<file path="src/rtl/output_bank_scheduler.sv">
// Round-robin time-sharing of one static output bank among NREQ requesters.
// Optional OUTPUT_BANK_ABORT_EN adds an abort input that cuts DRIVE short.
module output_bank_scheduler #(
    parameter int WIDTH  = 40,
    parameter int NREQ   = 4,
    parameter int HOLD_W = 8
) (
    input  logic                     clk,
    input  logic                     rst,
    input  logic [NREQ-1:0]          req,
    input  logic [NREQ*WIDTH-1:0]    req_pattern,
    input  logic [NREQ*HOLD_W-1:0]   req_hold,
`ifdef OUTPUT_BANK_ABORT_EN
    input  logic                     abort,
`endif
    output logic [NREQ-1:0]          gnt,
    output logic [NREQ-1:0]          done,
    output logic [WIDTH-1:0]         out_bus,
    output logic                     busy,
    output logic [2:0]               owner
);

    localparam logic [1:0] S_IDLE  = 2'd0;
    localparam logic [1:0] S_DRIVE = 2'd1;
    localparam logic [1:0] S_GUARD = 2'd2;

    logic [1:0]        r_state;
    logic [2:0]        r_ptr;
    logic [2:0]        r_owner;
    logic [HOLD_W-1:0] r_cnt;
    logic [WIDTH-1:0]  r_out;
    logic [NREQ-1:0]   r_gnt;
    logic [NREQ-1:0]   r_done;

    logic              w_found;
    logic [2:0]        w_win;
    logic [WIDTH-1:0]  w_pat;
    logic [HOLD_W-1:0] w_hold;
    logic [NREQ-1:0]   w_win_oh;
    logic [NREQ-1:0]   w_own_oh;
    logic              w_abort;

`ifdef OUTPUT_BANK_ABORT_EN
    assign w_abort = abort;
`else
    assign w_abort = 1'b0;
`endif

    // Two passes: indices above the pointer first, then wrap to the rest.
    always_comb begin
        w_found = 1'b0;
        w_win   = '0;
        w_pat   = '0;
        w_hold  = '0;
        for (int k = 0; k < NREQ; k++) begin
            if (!w_found && req[k] && k > int'(r_ptr)) begin
                w_found = 1'b1;
                w_win   = 3'(k);
                w_pat   = req_pattern[k*WIDTH +: WIDTH];
                w_hold  = req_hold[k*HOLD_W +: HOLD_W];
            end
        end
        for (int k = 0; k < NREQ; k++) begin
            if (!w_found && req[k] && k <= int'(r_ptr)) begin
                w_found = 1'b1;
                w_win   = 3'(k);
                w_pat   = req_pattern[k*WIDTH +: WIDTH];
                w_hold  = req_hold[k*HOLD_W +: HOLD_W];
            end
        end
    end

    assign w_win_oh = {{(NREQ-1){1'b0}}, 1'b1} << w_win;
    assign w_own_oh = {{(NREQ-1){1'b0}}, 1'b1} << r_owner;

    always_ff @(posedge clk) begin
        if (rst) begin
            r_state <= S_IDLE;
            r_ptr   <= 3'(NREQ-1);
            r_owner <= '0;
            r_cnt   <= '0;
            r_out   <= '0;
            r_gnt   <= '0;
            r_done  <= '0;
        end else begin
            r_gnt  <= '0;
            r_done <= '0;
            case (r_state)
                S_IDLE, S_GUARD: begin
                    if (w_found) begin
                        r_state <= S_DRIVE;
                        r_gnt   <= w_win_oh;
                        r_out   <= w_pat;
                        r_cnt   <= (w_hold == '0) ? HOLD_W'(1) : w_hold;
                        r_owner <= w_win;
                        r_ptr   <= w_win;
                    end else begin
                        r_state <= S_IDLE;
                        r_out   <= '0;
                    end
                end
                S_DRIVE: begin
                    if (r_cnt == HOLD_W'(1) || w_abort) begin
                        r_state <= S_GUARD;
                        r_out   <= '0;
                        r_done  <= w_own_oh;
                    end else begin
                        r_cnt <= r_cnt - HOLD_W'(1);
                    end
                end
                default: begin
                    r_state <= S_IDLE;
                    r_out   <= '0;
                end
            endcase
        end
    end

    assign gnt     = r_gnt;
    assign done    = r_done;
    assign out_bus = r_out;
    assign busy    = (r_state != S_IDLE);
    assign owner   = r_owner;

endmodule

</file>
<file path="config.mk">
export PLATFORM = sky130hd
export DESIGN_NAME = output_bank_scheduler
export DESIGN_NICKNAME = d
export VERILOG_FILES = /design/src/rtl/output_bank_scheduler.sv
export SDC_FILE = /design/constraint.sdc
export NUM_CORES = 1
export LEC_CHECK = 0
export ABC_AREA = 0
export CAP_MARGIN = 20
export CORE_ASPECT_RATIO = 2
export CORE_MARGIN = 2
export CORE_UTILIZATION = 37
export DETAILED_ROUTE_END_ITERATION = 7
export PLACE_DENSITY_LB_ADDON = 0.15
export REMOVE_ABC_BUFFERS = 1
export SLEW_MARGIN = 30
export SYNTH_ARGS = -nofsm -noshare
export SYNTH_HDL_FRONTEND = slang
export SYNTH_SLANG_ARGS = --single-unit
</file>
<file path="constraint.sdc">
create_clock -name clk -period 2.9 [get_ports clk]
set_clock_uncertainty 0.1 [all_clocks]
set_input_delay 0.725 -clock clk [delete_from_list [all_inputs] [get_ports clk]]
set_output_delay 0.725 -clock clk [all_outputs]
set_load 0.01 [all_outputs]
</file>
# Word-level counts from Yosys, hierarchy flattened
# Index checks and enable logic that the tools add are counted.
# word_totals
register_bits,64
# classes
n_addsub,1
magnitude_cmp,6
n_eq_ne,6
n_shift,2
mux,38
bitwise_logic,4
reduce_logical,27
# op_table
operator,count
two-way mux 40 bit,9
two-way mux 8 bit,10
one-hot mux 40 bit (2 select lines),1
one-hot mux 8 bit (2 select lines),1
two-way mux 3 bit,5
logical AND 1 bit,12
two-way mux 1 bit,9
== test 8 x 1 -> 1 bit (second input constant),1
logical NOT 8 bit,1
<< shifter 1 x 3 -> 4 bit (first input constant),2
subtractor 8 x 1 -> 8 bit (second input constant),1
greater-than comparator 2 x 3 -> 1 bit (first input constant),2
less-or-equal comparator 2 x 3 -> 1 bit (first input constant),2
logical NOT 1 bit,6
!= test 2 bit (second input constant),3
OR reduction 3 bit,2
two-way mux 2 bit,2
inverter 1 bit,4
one-hot mux 2 bit (2 select lines),1
nonzero test 2 bit,2
greater-than comparator 1 x 3 -> 1 bit (first input constant),1
less-or-equal comparator 1 x 3 -> 1 bit (first input constant),1
AND reduction 3 bit,1
== test 2 x 1 -> 1 bit (second input constant),1
4 further kinds,4

# Logic depth before layout (Yosys ltp)
# logic_depth
depth_word,30
depth_mapped,9
depth_no_buf,7

# Least setup slack after synthesis
# OpenSTA, ideal clock, no wires.
# synth_timing
kind,in2reg
start,in req[1]
end,reg r_cnt[0]
setup_time_ns,0.096
t_arrival_ns,2.226
required_ns,2.704
slack_ns,0.478
path_stages,7
path_cell_list,buf_6 > nor2b_1 > o21a_1 > or2_0 > o2111a_1 > a211o_1 > o41ai_2
# synth_via
elab_chain_len,29
word_cells_on_any_way,38
classes_between,eq/ne (1); mux (17); reduce/logical (20)
# synth_rtl
element,line_no,rtl
"start, declared",10,"input logic [NREQ-1:0] req,"
logical AND 1 bit,56,if (!w_found && req[k] && k > int'(r_ptr)) begin
two-way mux 1 bit,56,
logical NOT 1 bit,56,
logical AND 1 bit (2 in a row),56,
two-way mux 1 bit,56,
logical NOT 1 bit,56,
logical AND 1 bit (2 in a row),56,
two-way mux 1 bit,56,
(+10 left out),-,
two-way mux 1 bit,64,if (!w_found && req[k] && k <= int'(r_ptr)) begin
logical NOT 1 bit,64,
logical AND 1 bit (2 in a row),64,
two-way mux 8 bit,64,
logical NOT 8 bit,94,r_cnt <= (w_hold == '0) ? HOLD_W'(1) : w_hold;
two-way mux 8 bit,94,
two-way mux 8 bit,90,if (w_found) begin
one-hot mux 8 bit (2 select lines),88,case (r_state)
"end signal, assigned",94,
"end signal, assigned",108,r_cnt <= r_cnt - HOLD_W'(1);
"end, declared",30,logic [HOLD_W-1:0] r_cnt;
# Parallel ways exist; a longest one is shown, timed or not. The select of a mux whose other input is x is not followed.
# A chain may end at the register's enable or synchronous reset.

# Worst setup path after layout
# layout_timing
start,in req[3]
end,reg r_cnt[0]
# layout_via
elab_chain_len,22
word_cells_on_any_way,29
classes_between,eq/ne (1); mux (13); reduce/logical (15)
# layout_rtl
element,line_no
logical AND 1 bit (2 in a row),56
two-way mux 1 bit,56
logical NOT 1 bit,64
logical AND 1 bit,64
two-way mux 1 bit,64
logical NOT 1 bit,64
logical AND 1 bit (2 in a row),64
two-way mux 1 bit,64
(+3 left out),-
two-way mux 1 bit,64
logical NOT 1 bit,64
logical AND 1 bit (2 in a row),64
two-way mux 8 bit,64
logical NOT 8 bit,94
two-way mux 8 bit,94
two-way mux 8 bit,90
one-hot mux 8 bit (2 select lines),88
# Parallel ways exist; a longest one is shown, timed or not. The select of a mux whose other input is x is not followed.

==> results.json <==
{
  "finalWirelength_mm": 17.53,
  "netlist_top_cells_count": "62 x a21oi_1, 62 x dfxtp_1, 56 x nand2_1, 33 x clkbuf_1, 29 x a21o_1",
  "yosysTopAreaCell": "dfxtp_1",
  "worstMarginPinSlew_ps": 779.1,
  "critPathLaunchType": "input pin",
  "cp_top_family": "compound AO/OA/AOI/OAI gates",
  "ys_async_sr_fraction_pct": 0,
  "place_hpwl_mm": 13.77,
  "finalCriticalPeriod_ps": 2779,
  "p_total_w": 0.004323,
  "first_global_vias": 5637,
  "slowest_stage": "clkdlybuf4s50_1",
  "drtIter0Drc": 362,
  "placed_cells": 888,
  "nFillCells": 896,
  "cts_buffers": 9,
  "ioPinCount": 250,
  "status": "finished, final reports clean",
  "synth_edf_count": 0,
  "final_cell_count_no_fill": 904,
  "crit_path_frequent_cell": "buf_4",
  "hp-class": "flip-flop to flip-flop",
  "grt_pass1_wl_mm": 27.28,
  "ys_seq_area_share_pct": 31.75,
  "drc": 0,
  "numPortBuffers": 248,
  "final_util_pct": 67.83,
  "synth_seq_cells": 62,
  "cts_root_buf": "clkbuf_16",
  "regArea_mm2": 0.001241,
  "htreeDepth": 3,
  "slew_headroom_pct": 47.99,
  "p_per_area_mw_per_mm2": 612.2,
  "timing.final.crit_share_pct": 95.84,
  "synth_flop_cell": "dfxtp_1",
  "max_freq_ghz": 0.3598,
  "wl_per_cell_um": 19.39,
  "critPathMaxStageDelay_ps": 460,
  "critical_path.cell_chain": "clkdlybuf4s50_1, buf_4, buf_4, nor2b_1, nand4_1, o2111a_1, a211o_1, o41ai_2",
  "drive_above_1_share_pct": 11.08,
  "die_w_um": 76.68,
  "rsz0062_at_grt": "no",
  "cts_hold_buffers": 0,
  "antenna_found_initial": 0,
  "die_h_um": 149.4,
  "netlist.area_leader.share_pct": 31.75,
  "path_class": "input pin to flip-flop",
  "crit_buf_inv": 3,
  "ant_nets": 0,
  "multi_input_area_mm2": 0.002454,
  "finalSetupViolCount": 0,
  "final-hold-violation-count": 0,
  "critPathMaxFanout": 11,
  "synth_area_leaders": "dfxtp_1 32%, a21oi_1 7.9%, a222oi_1 7.2%",
  "maxCapViolations": 0,
  "worstPathRequired_ps": 3030,
  "place.gp.congestion": 1.029,
  "clock_sinks": 62,
  "vias": 5240,
  "synth_cells": 496,
  "core_mm2": 0.01041,
  "finalNetCount": 962,
  "reg2regPathDepth": 6,
  "clockBufferDepth": 2,
  "drv_slew": 0,
  "die_area_mm2": 0.01145,
  "synth-warning-count": 0,
  "ys_types": 64,
  "end_kind": "flip-flop",
  "track_usage_pct": 30.25,
  "overflow": 0,
  "vdd_drop_max_v": 0.0004437,
  "cts_tree": "done",
  "power.leakage_nw": 2.860,
  "syn_area_mm2": 0.003909,
  "area.growth.synth_to_final_pct": 80.67,
  "path_clk_slew_ps": 60,
  "drtPass1Iterations": 8,
  "viasPerCell": 5.796,
  "grt_max_degree": 42,
  "synth.avg_cell_area_um2": 7.881,
  "initial_core_util_pct": 37.54,
  "hold_depth": 1,
  "n_antenna_cell": 0,
  "clk_latency_ps": 330,
  "cp.arrival_ps": 2910,
  "rows": 53,
  "cp.depth": 8
}
## report_power, final
group,internal [W],switching [W]
combinational,0.00109,0.00102
clock,0.000574,0.000404
sequential,0.00106,0.000182
## routing by layer
layer / track usage (%) / part of all wire, % / up-vias
met3: 7.567 / 6.9 / 54
met5: 0 / 0 / -
met4: 17.36 / 4.8 / 0
met1: 27.56 / 33 / 2461
met2: 58.95 / 56 / 272
li1: - / - / 2453
## cell type report
class | count | area share (%)
inverters | 8 | 0.4252
clock buffers | 10 | 3.242
flip-flops and latches | 62 | 17.58
repair buffers | 300 | 41.03
multi-input cells | 381 | 34.74
well taps | 137 | 2.427
clock inverters | 6 | 0.5493
## metrics by stage
step / setup WS (ps) / cell area, um2 / hold slack [ps] / TNS (ps)
floorplan: -393.3 / 3700 / 347.8 / -12960
global placement: -133.1 / 6790 / 334.0 / -1396
detailed placement: -194.2 / 6790 / 339.8 / -2565
CTS: 135.1 / 7058 / 353.4 / 0
global route: 3.820 / 7062 / 364.2 / 0
finish: 120.7 / 7062 / 349.7 / 0
## kinds of logic (layout without fill, tap and decap cells)
family                     Yosys count  in the layout  synth area share, %
and+or+nand+nor                    150            150                19.21
adders and majority gates            2              2               0.6401
AOI/OAI and AO/OA                  226            226                41.65
other                                1              1              0.09594
muxes                                2              2               0.5442
buffers and inverters               53            324                6.114
DFF                                 62             62                31.75
## path summary, 6_finish.rpt
path / startpoint / to / slack (ps)
setup / recovery: req[3] / r_cnt[0] / 120
hold / removal: out_bus[38] / out_bus[38] / 350
setup reg to reg: r_ptr[1] / r_cnt[0] / 310
hold reg to reg: out_bus[38] / out_bus[38] / 350
## cells in the final DEF, fill, tap and decap left out, types with 3 or more instances in the layout
master	netlist	final
a211o_1	3	3
a21boi_0	3	3
a21o_1	29	29
a21oi_1	62	62
a221o_1	12	12
a222oi_1	28	28
a22oi_1	14	14
a31oi_1	18	18
and2_1	3	3
and3_1	3	3
and3b_1	4	4
and4_1	3	3
buf_4	1	50
clkbuf_16	0	9
clkdlybuf4s50_1	0	248
clkinv_2	0	3
dfxtp_1	62	62
inv_1	8	8
nand2_1	56	56
nand2b_1	6	6
nand3_1	20	20
nand4_1	4	4
nor2_1	18	17
nor2b_1	6	5
nor3_1	7	7
nor4_1	4	4
o21ai_0	23	23
o21bai_1	4	4
o22ai_1	3	3
o2bb2ai_1	4	3
or2_2	3	3
## sequential cells by signal, summed over array words and instances (netlist names)
signal	count
out_bus	40
r_state	2
owner	2
gnt	4
done	4
r_ptr	2
r_cnt	8
## timing repair
item / in CTS / in global routing
setup buffers: 0 / 0
resized for setup: 0 / 1
setup endpoints to repair: 0 / 1
Power figures use the tool's default switching activity.
